File: src/rtl/arcade_paddle_ctrl_if.sv
// Player-input and paddle-output bundle between the arcade core and the paddle controller.
// The master drives the raw controls; the slave (controller) returns positions, start and coin.
interface arcade_paddle_ctrl_if #(
    parameter int NUM_PLAYERS = 2,
    parameter int POS_W       = 8
);
    logic                         vsync;
    logic [2*NUM_PLAYERS-1:0]     mode;
    logic [16*NUM_PLAYERS-1:0]    joy_analog;
    logic [2*NUM_PLAYERS-1:0]     joy_dig;
    logic [10:0]                  ps2_key;
    logic [POS_W*NUM_PLAYERS-1:0] paddle_vpos;
    logic [NUM_PLAYERS-1:0]       start_out;
    logic                         coin_out;

    modport master (
        output vsync, mode, joy_analog, joy_dig, ps2_key,
        input  paddle_vpos, start_out, coin_out
    );

    modport slave (
        input  vsync, mode, joy_analog, joy_dig, ps2_key,
        output paddle_vpos, start_out, coin_out
    );
endinterface

File: src/rtl/arcade_paddle_ctrl.sv
// Paddle controller: per-player analog-or-digital paddle position plus start/coin keys
// decoded from a toggle-flagged PS/2 event word.
module arcade_paddle_lane #(
    parameter int POS_W  = 8,
    parameter int STEP   = 4,
    parameter int MAXPOS = 2**POS_W-1
) (
    input  logic             clk_sys,
    input  logic             reset,
    input  logic             tick_i,
    input  logic [1:0]       mode_i,
    input  logic [15:0]      joy_i,
    input  logic [1:0]       dig_i,
    output logic [POS_W-1:0] vpos_o
);
    localparam int             SH     = (POS_W < 8) ? 8 - POS_W : 0;
    localparam logic [POS_W:0] MAX_V  = (POS_W+1)'(MAXPOS);
    localparam logic [POS_W:0] STEP_V = (POS_W+1)'(STEP);
    localparam logic [POS_W-1:0] RST_V = POS_W'(MAXPOS / 2);

    logic [7:0]       mapped;
    logic [POS_W:0]   ana, up_v, dn_v;
    logic [POS_W-1:0] acc_q, acc_d;

    always_comb begin
        case (mode_i)
            2'b00:   mapped = joy_i[15:8] + 8'h80;
            2'b01:   mapped = joy_i[7:0] + 8'h80;
            default: mapped = joy_i[7:0] ^ 8'h7F;
        endcase
        ana  = (POS_W+1)'({2'b00, mapped} >> SH);
        // One spare bit so borrow/overflow is visible and clamps instead of wrapping.
        up_v = {1'b0, acc_q} - STEP_V;
        dn_v = {1'b0, acc_q} + STEP_V;
        acc_d = acc_q;
        if (mode_i != 2'b11) begin
            acc_d = (ana > MAX_V) ? MAX_V[POS_W-1:0] : ana[POS_W-1:0];
        end else if (tick_i) begin
            case (dig_i)
                2'b01:   acc_d = up_v[POS_W] ? '0 : up_v[POS_W-1:0];
                2'b10:   acc_d = (dn_v > MAX_V) ? MAX_V[POS_W-1:0] : dn_v[POS_W-1:0];
                default: acc_d = acc_q;
            endcase
        end
    end

    always_ff @(posedge clk_sys) begin
        if (reset) acc_q <= RST_V;
        else       acc_q <= acc_d;
    end

    assign vpos_o = acc_q;
endmodule

module arcade_paddle_ctrl #(
    parameter int NUM_PLAYERS = 2,
    parameter int POS_W       = 8,
    parameter int STEP        = 4,
    parameter int MAXPOS      = 2**POS_W-1
) (
    input  logic               clk_sys,
    input  logic               reset,
    arcade_paddle_ctrl_if.slave bus
);
    logic                              vsync_q, tog_q, tick, key_ev;
    logic [NUM_PLAYERS-1:0]            start_q, start_d;
    logic [1:0]                        coin_q, coin_d;
    logic [NUM_PLAYERS-1:0][POS_W-1:0] vpos;

    function automatic logic [8:0] start_code(input int p);
        case (p)
            0:       return 9'h016;
            1:       return 9'h01E;
            2:       return 9'h026;
            default: return 9'h025;
        endcase
    endfunction

    always_comb begin
        tick    = bus.vsync & ~vsync_q;
        key_ev  = bus.ps2_key[10] ^ tog_q;
        start_d = start_q;
        coin_d  = coin_q;
        if (key_ev) begin
            for (int p = 0; p < NUM_PLAYERS; p++)
                if (bus.ps2_key[8:0] == start_code(p)) start_d[p] = bus.ps2_key[9];
            if (bus.ps2_key[8:0] == 9'h02E) coin_d[0] = bus.ps2_key[9];
            if (bus.ps2_key[8:0] == 9'h036) coin_d[1] = bus.ps2_key[9];
        end
    end

    // Edge-detect history tracks inputs through reset so release never fires a stale edge.
    always_ff @(posedge clk_sys) begin
        vsync_q <= bus.vsync;
        tog_q   <= bus.ps2_key[10];
        if (reset) begin
            start_q <= '0;
            coin_q  <= '0;
        end else begin
            start_q <= start_d;
            coin_q  <= coin_d;
        end
    end

    for (genvar p = 0; p < NUM_PLAYERS; p++) begin : g_lane
        arcade_paddle_lane #(.POS_W(POS_W), .STEP(STEP), .MAXPOS(MAXPOS)) u_lane (
            .clk_sys (clk_sys),
            .reset   (reset),
            .tick_i  (tick),
            .mode_i  (bus.mode[2*p +: 2]),
            .joy_i   (bus.joy_analog[16*p +: 16]),
            .dig_i   (bus.joy_dig[2*p +: 2]),
            .vpos_o  (vpos[p])
        );
    end

    assign bus.paddle_vpos = vpos;
    assign bus.start_out   = start_q;
    assign bus.coin_out    = |coin_q;
endmodule
File: src/flat_wrapper.sv
// flat-port wrapper written by rule: the top's interface ports become plain ports
module arcade_paddle_ctrl_flat 
#(
    parameter int NUM_PLAYERS = 2,
    parameter int POS_W       = 8,
    parameter int STEP        = 4,
    parameter int MAXPOS      = 2**POS_W-1
)
  (clk_sys, reset, bus_vsync, bus_mode, bus_joy_analog, bus_joy_dig, bus_ps2_key, bus_paddle_vpos, bus_start_out, bus_coin_out);
  arcade_paddle_ctrl_if #(.NUM_PLAYERS(NUM_PLAYERS), .POS_W(POS_W)) bus_i ();
  input  logic clk_sys;
  input  logic reset;
  input wire logic [$bits(bus_i.vsync)-1:0] bus_vsync;
  input wire logic [$bits(bus_i.mode)-1:0] bus_mode;
  input wire logic [$bits(bus_i.joy_analog)-1:0] bus_joy_analog;
  input wire logic [$bits(bus_i.joy_dig)-1:0] bus_joy_dig;
  input wire logic [$bits(bus_i.ps2_key)-1:0] bus_ps2_key;
  output wire logic [$bits(bus_i.paddle_vpos)-1:0] bus_paddle_vpos;
  output wire logic [$bits(bus_i.start_out)-1:0] bus_start_out;
  output wire logic [$bits(bus_i.coin_out)-1:0] bus_coin_out;
  assign bus_i.vsync = bus_vsync;
  assign bus_i.mode = bus_mode;
  assign bus_i.joy_analog = bus_joy_analog;
  assign bus_i.joy_dig = bus_joy_dig;
  assign bus_i.ps2_key = bus_ps2_key;
  assign bus_paddle_vpos = bus_i.paddle_vpos;
  assign bus_start_out = bus_i.start_out;
  assign bus_coin_out = bus_i.coin_out;
  arcade_paddle_ctrl #(.NUM_PLAYERS(NUM_PLAYERS), .POS_W(POS_W), .STEP(STEP), .MAXPOS(MAXPOS)) u_core (.clk_sys(clk_sys), .reset(reset), .bus(bus_i));
endmodule
File: config.mk
export PLATFORM = sky130hd
export DESIGN_NAME = arcade_paddle_ctrl_flat
export DESIGN_NICKNAME = d
export VERILOG_FILES = /design/src/rtl/arcade_paddle_ctrl_if.sv /design/src/rtl/arcade_paddle_ctrl.sv /design/src/flat_wrapper.sv
export SDC_FILE = /design/constraint.sdc
export NUM_CORES = 1
export LEC_CHECK = 0
export CORE_ASPECT_RATIO = 1.75
export CORE_MARGIN = 2
export CORE_UTILIZATION = 45
export DETAILED_ROUTE_END_ITERATION = 12
export GPL_ROUTABILITY_DRIVEN = 0
export PLACE_DENSITY = 0.88
export SYNTH_ARGS = -nofsm -noshare
export SYNTH_HDL_FRONTEND = slang
export SYNTH_SLANG_ARGS = --single-unit
File: constraint.sdc
create_clock -name clk_sys -period 3.1 [get_ports clk_sys]
set_input_delay 0.465 -clock clk_sys [delete_from_list [all_inputs] [get_ports clk_sys]]
set_output_delay 0.465 -clock clk_sys [all_outputs]
set_load 0.005 [all_outputs]
## Yosys cells after proc, flatten, opt, wreduce, memory -nomap -nowiden

Cells that the tools add are included.

| word-level totals | value |
|---|---|
| bits in registers | 22 |
| output and inout port bits | 19 |
| word-level logic and storage cells | 66 |
| input bits | 54 |

| cells by class | value |
|---|---|
| mux-type cells | 16 |
| add/sub/neg operators | 8 |
| reductions and logical operators | 13 |
| order comparisons | 4 |
| equality and inequality tests | 12 |
| bitwise operators | 5 |

Operators by type and width:

| kind | count |
|---|---|
| 2-to-1 mux 8 bit | 10 |
| case mux 8 bit (2 select lines) | 4 |
| adder 8 bit, second input constant | 4 |
| adder 8 x 3 -> 9 bit, second input constant | 2 |
| == test 9 x 6 -> 1 bit, second input constant | 2 |
| == test 9 bit | 2 |
| > comparator 9 x 8 -> 1 bit, second input constant | 2 |
| 2-to-1 mux 9 bit | 2 |
| subtractor 8 x 3 -> 9 bit, second input constant | 2 |
| > comparator 8 bit, second input constant | 2 |
| NOT 7 bit | 2 |
| AND reduction 2 bit | 6 |
| == test 2 x 1 -> 1 bit, second input constant | 4 |
| nonzero test 3 bit | 2 |
| == test 2 bit, second input constant | 2 |
| zero test 2 bit | 2 |
| != test 2 bit, second input constant | 2 |
| nonzero test 2 bit | 2 |
| OR reduction 2 bit | 1 |
| AND 1 bit | 1 |
| NOT 1 bit | 1 |
| XOR 1 bit | 1 |

## Depth between registers and ports, before layout

Gate-level depths: netlist (run 1).

| logic depth | value |
|---|---|
| word-level depth | 6 |
| depth in mapped cells | 9 |

## Hierarchy

From an unflattened synthesis (run 1), not the netlist that was laid out.

| unflattened totals | value |
|---|---|
| cell total of the unflattened synthesis | 270 |
| area total of the unflattened synthesis | 2212.1 um^2 |

By module, submodules not included:

| module | cells each | area each (um^2) | sequential area each (um^2) | times used |
|---|---|---|---|---|
| arcade_paddle_lane at u_core.g_lane[1].u_lane | 130 | 1031.0 | 160.2 | 1 |
| arcade_paddle_lane at u_core.g_lane[0].u_lane | 112 | 880.8 | 160.2 | 1 |
| arcade_paddle_ctrl | 28 | 300.3 | 120.1 | 1 |

## Worst setup path after synthesis (run 1)

No wires, ideal clock.

| timing | value |
|---|---|
| path kind | reg-to-reg |
| start | register u_core.g_lane[1].u_lane.acc_q[2] |
| end | register u_core.g_lane[1].u_lane.acc_q[7] |
| cell stages (with the launch flop) | 9 |
| required time | 3.014 ns |
| setup slack | 1.111 ns |
| arrival time | 1.903 ns |
| buffers on the path | 1 |
| path through | dfxtp_1 -> clkbuf_1 -> clkinv_1 -> ha_1 -> a31o_1 -> o211a_1 -> a211oi_1 -> a21oi_1 -> a211oi_1 |

| between the ends | value |
|---|---|
| word-level cells in the longest chain between the ends | 6 |
| elaborated cells on any way between the ends | 8 |
| those cells by class | add/sub: 2; order compare: 1; mux: 5 |

Ends and longest elaborated chain:

| item | RTL line | text |
|---|---|---|
| start, declared | arcade_paddle_ctrl.sv:23 | `logic [POS_W-1:0] acc_q, acc_d;` |
| start signal, assigned | arcade_paddle_ctrl.sv:48 | `if (reset) acc_q <= RST_V;` |
| start signal, assigned | arcade_paddle_ctrl.sv:49 | `else acc_q <= acc_d;` |
| adder 8 x 3 -> 9 bit | arcade_paddle_ctrl.sv:34 | `dn_v = {1'b0, acc_q} + STEP_V;` |
| > comparator 9 x 8 -> 1 bit | arcade_paddle_ctrl.sv:41 | `2'b10: acc_d = (dn_v > MAX_V) ? MAX_V[POS_W-1:0] : dn_v[POS_W-1:0];` |
| 2-to-1 mux 8 bit | arcade_paddle_ctrl.sv:41 |  |
| case mux 8 bit (2 select lines) (*) | arcade_paddle_ctrl.sv:39 | `case (dig_i)` |
| 2-to-1 mux 8 bit (*) | arcade_paddle_ctrl.sv:38 | `end else if (tick_i) begin` |
| 2-to-1 mux 8 bit (*) | arcade_paddle_ctrl.sv:36 | `if (mode_i != 2'b11) begin` |

Every way passes the cells marked *; elsewhere a longest branch is shown, timed or not. The select of a mux whose other input is x is not followed.
A chain may end at the register's enable or synchronous reset.

## Worst setup path in the final report (run 1)

| timing | value |
|---|---|
| start | register u_core.g_lane[1].u_lane.acc_q[2] |
| end | register u_core.g_lane[1].u_lane.acc_q[4] |

Same word-level chain as after synthesis.

==> results of run 1 <==
## how the worst max path moves through the flow
stage                                            startpoint                           endpoint  slack [ps]  cells after the start
final                     u_core.g_lane[1].u_lane.vpos_o[2]  u_core.g_lane[1].u_lane.vpos_o[4]         790                      7
after global routing      u_core.g_lane[1].u_lane.vpos_o[2]  u_core.g_lane[1].u_lane.vpos_o[6]         690                      8
after CTS                 u_core.g_lane[1].u_lane.vpos_o[2]  u_core.g_lane[1].u_lane.vpos_o[4]         840                      7
after detailed placement                        bus_mode[3]  u_core.g_lane[1].u_lane.vpos_o[1]         660                      6
after global placement                          bus_mode[3]  u_core.g_lane[1].u_lane.vpos_o[0]         700                      6
after floorplan           u_core.g_lane[1].u_lane.vpos_o[2]  u_core.g_lane[1].u_lane.vpos_o[7]        1110                      8
## final cells by class
class | count | area, µm² | area share (%)
clock buffers | 3 | 41.3 | 1.53
clock inverters | 1 | 30.0 | 1.11
multi-input cells | 213 | 1370 | 50.9
repair buffers | 72 | 721 | 26.7
inverters | 8 | 30.0 | 1.11
well taps | 49 | 61.3 | 2.27
flip-flops and latches | 22 | 440 | 16.3
## stage by stage
step / setup slack (ps) / cell area, µm²
finish: 793 / 2700
global route: 686 / 2700
CTS: 836 / 2700
detailed placement: 663 / 2630
global placement: 703 / 2630
floorplan: 1110 / 1920
## power by group through the flow
stage	logic, mW	registers (mW)	clock network, mW
after global placement	0.297	0.360	0
after detailed placement	0.302	0.361	0
after global routing	0.333	0.360	0.274
after CTS	0.304	0.354	0.265
final	0.304	0.356	0.261
after floorplan	0.185	0.328	0
## layer usage
metal | track usage, % | wire, µm
met5 | 0 | 0
met4 | 15.6 | 370
met3 | 2.32 | 260
met2 | 43.5 | 3040
met1 | 24.3 | 1920
## worst reg2reg max path: cells and delay by family, from the launching register on
kind | cells | cell delay, ps
AOI/OAI and AO/OA | 4 | 810
adders and majority gates | 1 | 320
buffers and inverters | 1 | 240
DFF | 1 | 590
muxes | 1 | 310
## sequential cells by signal, summed over array words and instances, names as in the netlist
name and cells:
u_core.g_lane.u_lane.vpos_o 16, u_core.bus.start_out 2, u_core.coin_q 2, u_core.tog_q 1, u_core.vsync_q 1
## layout by cell type (no fill, tap or decap), types with 4 or more instances in the layout
cell type,n
nand4_1,7
nand2_1,14
inv_1,7
clkdlybuf4s50_1,72
o21ai_1,5
nor3_1,5
nand2b_1,10
nor2b_1,9
o22a_1,4
a31oi_1,5
a21oi_1,23
ha_1,6
o22ai_1,7
nand3_1,11
mux2i_1,13
o21ai_0,12
nor4_1,4
nor2_1,24
nor3b_1,4
dfxtp_1,22
## cell families after synthesis
kind of cell,Yosys count
flip-flops,22
XOR/XNOR,2
AND/OR/NAND/NOR,105
AO/OA/AOI/OAI,86
adder cells (fa/ha/maj),6
multiplexers,14
buffers and inverters,27
==> results.cfg, run 1 <==
[run_status]
status = finished clean

[worst_hold_path]
worstHoldStart = u_core.coin_q[1]
hold_end = u_core.coin_q[1]
hp-class = reg2reg
hold_depth = 2

[final_layout]
fin_cells = 368
antennaDiodeCount = 0
fillers = 372
drive_gt1_share_pct = 2.51
final_util_pct = 65.6
layout.nets = 380
synthToLayoutAreaGrowth_pct = 40.3

[cts]
htree_levels = 1
cts.clk_slew.worst_paths_ps = 80
clk_path_buf_depth = 2
ctsHoldBuffers = 0
worstSkewPairLatency_ps = 260
ctsResizeCount = 0
clock_sinks = 22
cts_setup_buffers = 0
cts_tree = yes
cts_made_buffers = 3
cts-root-buf = clkbuf_8

[sta]
rsz0062_at_grt = no
tightestPinTransition_ps = 608
hold_slack_ps = 453
hold_viol = 0
skew_ps = 6.04
drv_slew = 0
clock.fmax_mhz = 433
period_share_pct = 74.4
totalNegativeSetupSlack_ps = 0
period_minus_slack_ps = 2310
slew_headroom_pct = 58.8
setup_viol = 0

[grt]
grt_usage_pct = 24.1
grt_pass1_wl_um = 9070
grt_max_degree = 18
first_global_vias = 2056
grt.overflow.total = 0
grt_antenna_before_repair = 0

[floorplan]
coreArea_um2 = 4110
rows = 31
start_util_pct = 46.8
fp.dieH_um = 90.5
dieWidth_um = 53.4
io_pins = 73
dieArea_um2 = 4830

[critical_path]
ff2ff_path_depth = 7
crit_slowest_cell = dfxtp_1
max_stage_delay_ps = 590
cp_common_cell = a21oi_1
crit_required_ps = 3310
crit_path_start_kind = flip-flop
cp_num_buf_inv = 1
cp.arrival_ps = 2520
reg2reg_from = u_core.g_lane[1].u_lane.vpos_o[2]
critical_path_peak_fanout = 12
endpoint_kind = flip-flop
path_class = reg2reg
crit_chain = clkinv_1 -> ha_1 -> mux2_1 -> a221oi_1 -> a21oi_1 -> a21oi_1 -> o22a_1
cp_top_family = compound AO/OA/AOI/OAI gates
rrSetupSlack_ps = 790
rr_endpoint = u_core.g_lane[1].u_lane.vpos_o[4]

[yosys]
synthAdderAreaFrac_pct = 3.90
post_synth.cell_area_avg_um2 = 7.34
yosysWarnings = 0
synth.area.top_cells = dfxtp_1 23%, mux2i_1 6.8%, a21oi_1 6.0%, nor2_1 4.7%, ha_1 3.9%
synth_nets = 322
async_flop_share_pct = 0
synth_top_area_share_pct = 22.9
yosysTopAreaCell = dfxtp_1
netlist_area_um2 = 1920
synth_compound_area_share_pct = 29.9
syn_inst = 262
ys_seq_area_share_pct = 22.9
synth-simple-area-share_pct = 29.3
synth-xor-area-share_pct = 0.911
synth_top_family_by_area = compound AO/OA/AOI/OAI gates
synth_commonest_cells = 24 x nor2_1, 23 x a21oi_1, 22 x dfxtp_1
synthMuxAreaShare_pct = 7.35
yosysMostFrequentCell = nor2_1
synth_edf_count = 0
synth_flop_cell = dfxtp_1
ys_ff_latch = 22
synth_cell_type_count = 49

[routing]
drt-pass1-iter-count = 5
wl_per_cell_um = 15.2
drcViolationCount = 0
wirelength_um = 5590
vias_per_cell = 6.08
postRouteAntennaNets = 0
dr_total_vias = 2239
drt_iter0_drc = 70

[placement]
portBuffers = 72
place_inst = 364
dp_hpwl_um = 4520

[power_and_ir_drop]
p_seq_share_pct = 38.6
p_leak_nw = 1.02
irDropWorstVdd_v = 0.000297
p_comb_share_pct = 33.0
power.density_nw_per_um2 = 342
power_uw = 922
pwr-share-clk_pct = 28.3
p_sw_uw = 272
internal_power_uw = 649
swShare_pct = 29.5

[job]
max_cap_violations = 0
(Power assumes the default switching activity.)
==> run 2, diff against run 1 <==
Settings changed: CORE_UTILIZATION 45 to 40, PLACE_DENSITY 0.88 to 0.83.
Clock period 3.1 ns to 2.1 ns, I/O delays scaled along.
==> run 2 against run 1 <==
  * Clock power down 4%
  * Global-route usage is 2.2 points lower
  * Worst setup slack worse by 650 ps
  * Power increased by 39%
  * First-iteration DRC count is 76% higher
  * Cell area up 6.7%
  * Critical path depth is 1 lower
  * Critical path type unchanged
  * Largest power group is now combinational cells
  * Highest routed layer unchanged
==> results.cfg, run 2 (synthesis results as in run 1) <==
[sta]
slew_headroom_pct = 66.4
setup_viol = 0
hold_viol = 0
period_share_pct = 93.4
rsz0062_at_grt = no
drv_slew = 0
tightestPinTransition_ps = 499
period_minus_slack_ps = 1960
post-route-worst-setup-slack_ps = 140
clock.fmax_mhz = 510
skew_ps = 4.14

[cts]
cts-root-buf = clkbuf_8
worstSkewPairLatency_ps = 250
ctsHoldBuffers = 0
clock_sinks = 22
cts.clk_slew.worst_paths_ps = 70
cts_tree = yes
htree_levels = 1
cts_made_buffers = 3
clk_path_buf_depth = 2

[critical_path]
reg2reg_from = u_core.g_lane[1].u_lane.vpos_o[5]
endpoint_kind = flip-flop
crit_chain = and4b_1 -> nand4_1 -> o211a_1 -> a211oi_1 -> a21oi_1 -> a211oi_1
rr_endpoint = u_core.g_lane[1].u_lane.vpos_o[7]
max_stage_delay_ps = 550
path_class = reg2reg
ff2ff_path_depth = 6
crit_path_start_kind = flip-flop
cp.arrival_ps = 2130
cp_common_cell = a211oi_1
critical_path_peak_fanout = 11
rrSetupSlack_ps = 140
crit_slowest_cell = dfxtp_1
crit_required_ps = 2270

[routing]
vias_per_cell = 5.81
drcViolationCount = 0
drt-pass1-iter-count = 4
wl_per_cell_um = 15.3
postRouteAntennaNets = 0
dr_total_vias = 2306
drt_iter0_drc = 123
wirelength_um = 6090

[grt]
first_global_vias = 2159
grt_pass1_wl_um = 9520
grt_usage_pct = 21.9
top_usage_layer = met2
met2_usage_pct = 46.6
grtUsageMet1_pct = 20.0
grt_antenna_before_repair = 0
use_met3_pct = 1.21
grt_max_degree = 16
grt.overflow.total = 0

[final_layout]
largest_reg_flops = 16
drive_gt1_share_pct = 10.7
final_common_cell = clkdlybuf4s50_1
synthToLayoutAreaGrowth_pct = 49.6
layout.nets = 407
fin_cells = 397
antennaDiodeCount = 0
layout_common_cells = 72 x clkdlybuf4s50_1, 27 x buf_4, 24 x nor2_1

[power_and_ir_drop]
irDropWorstVdd_v = 0.000373
power_mw = 1.28
p_leak_nw = 1.13
power.density_nw_per_um2 = 445

[run_status]
status = finished clean

[floorplan]
coreArea_um2 = 4670
rows = 33
dieWidth_um = 56.4
dieArea_um2 = 5400
fp.dieH_um = 95.7
io_pins = 73
start_util_pct = 41.2

[worst_hold_path]
hold_depth = 2
worstHoldStart = u_core.coin_q[1]
hp-class = reg2reg
hold_end = u_core.coin_q[1]

[placement]
portBuffers = 72
place_inst = 394
pre_cts_slack_ps = -79.4
dp_hpwl_um = 5000

[job]
max_cap_violations = 0
-- run 2: worst max path at each step --
| stage | startpoint | to | slack (ps) | cells past startpoint |
|---|---|---|---|---|
| 2_1_floorplan | u_core.g_lane[1].u_lane.vpos_o[2] | u_core.g_lane[1].u_lane.vpos_o[7] | 110 | 8 |
| 3_3_place_gp | bus_joy_dig[2] | u_core.g_lane[1].u_lane.vpos_o[7] | -90 | 7 |
| 3_5_place_dp | bus_joy_dig[2] | u_core.g_lane[1].u_lane.vpos_o[7] | -80 | 7 |
| 4_1_cts | u_core.g_lane[0].u_lane.vpos_o[2] | u_core.g_lane[0].u_lane.vpos_o[1] | 100 | 7 |
| 5_1_grt | u_core.g_lane[0].u_lane.vpos_o[2] | u_core.g_lane[0].u_lane.vpos_o[1] | 10 | 7 |
| 6_report | u_core.g_lane[1].u_lane.vpos_o[5] | u_core.g_lane[1].u_lane.vpos_o[7] | 140 | 6 |
-- run 2: per-stage QoR --
stage | TNS (ps) | utilization [%] | hold WS [ps] | area [µm²]
4_1_cts | 0 | 61.6 | 458 | 2870
3_3_place_gp | -90.8 | 60.7 | 441 | 2830
6_report | 0 | 61.7 | 455 | 2880
5_1_grt | 0 | 61.7 | 477 | 2880
3_5_place_dp | -106 | 60.7 | 447 | 2830
2_1_floorplan | 0 | - | 343 | 1920
-- run 2: power breakdown --
| group | total [mW] | internal [mW] | switching, mW |
|---|---|---|---|
| registers | 0.488 | 0.449 | 0.0389 |
| logic | 0.541 | 0.298 | 0.243 |
| clock network | 0.251 | 0.128 | 0.123 |
| total | 1.28 | 0.875 | 0.405 |
-- run 2: layout make-up --
| class | instances | area [µm²] |
|---|---|---|
| repair buffers | 99 | 923 |
| flip-flops and latches | 22 | 444 |
| clock buffers | 3 | 41.3 |
| multi-input cells | 213 | 1370 |
| inverters | 8 | 30.0 |
| well taps | 52 | 65.1 |
| fillers | 422 | 1790 |
-- run 2: repair_timing --
action,CTS,global route
gates resized for setup,0,3
setup endpoints to repair,0,2
buffers inserted,0,0
-- run 2: worst max-delay path: cells and delay by family, from the launching register on --
kind | cells | cell delay (ps)
AO/OA/AOI/OAI | 4 | 790
AND/OR/NAND/NOR | 2 | 530
flip-flops | 1 | 550
-- run 2: layer usage --
metal / share of wire, % / up-vias
met1: 35 / 1065
met3: 2.9 / 18
li1: - / 1151
met2: 59 / 72
met5: 0 / -
met4: 3.7 / 0
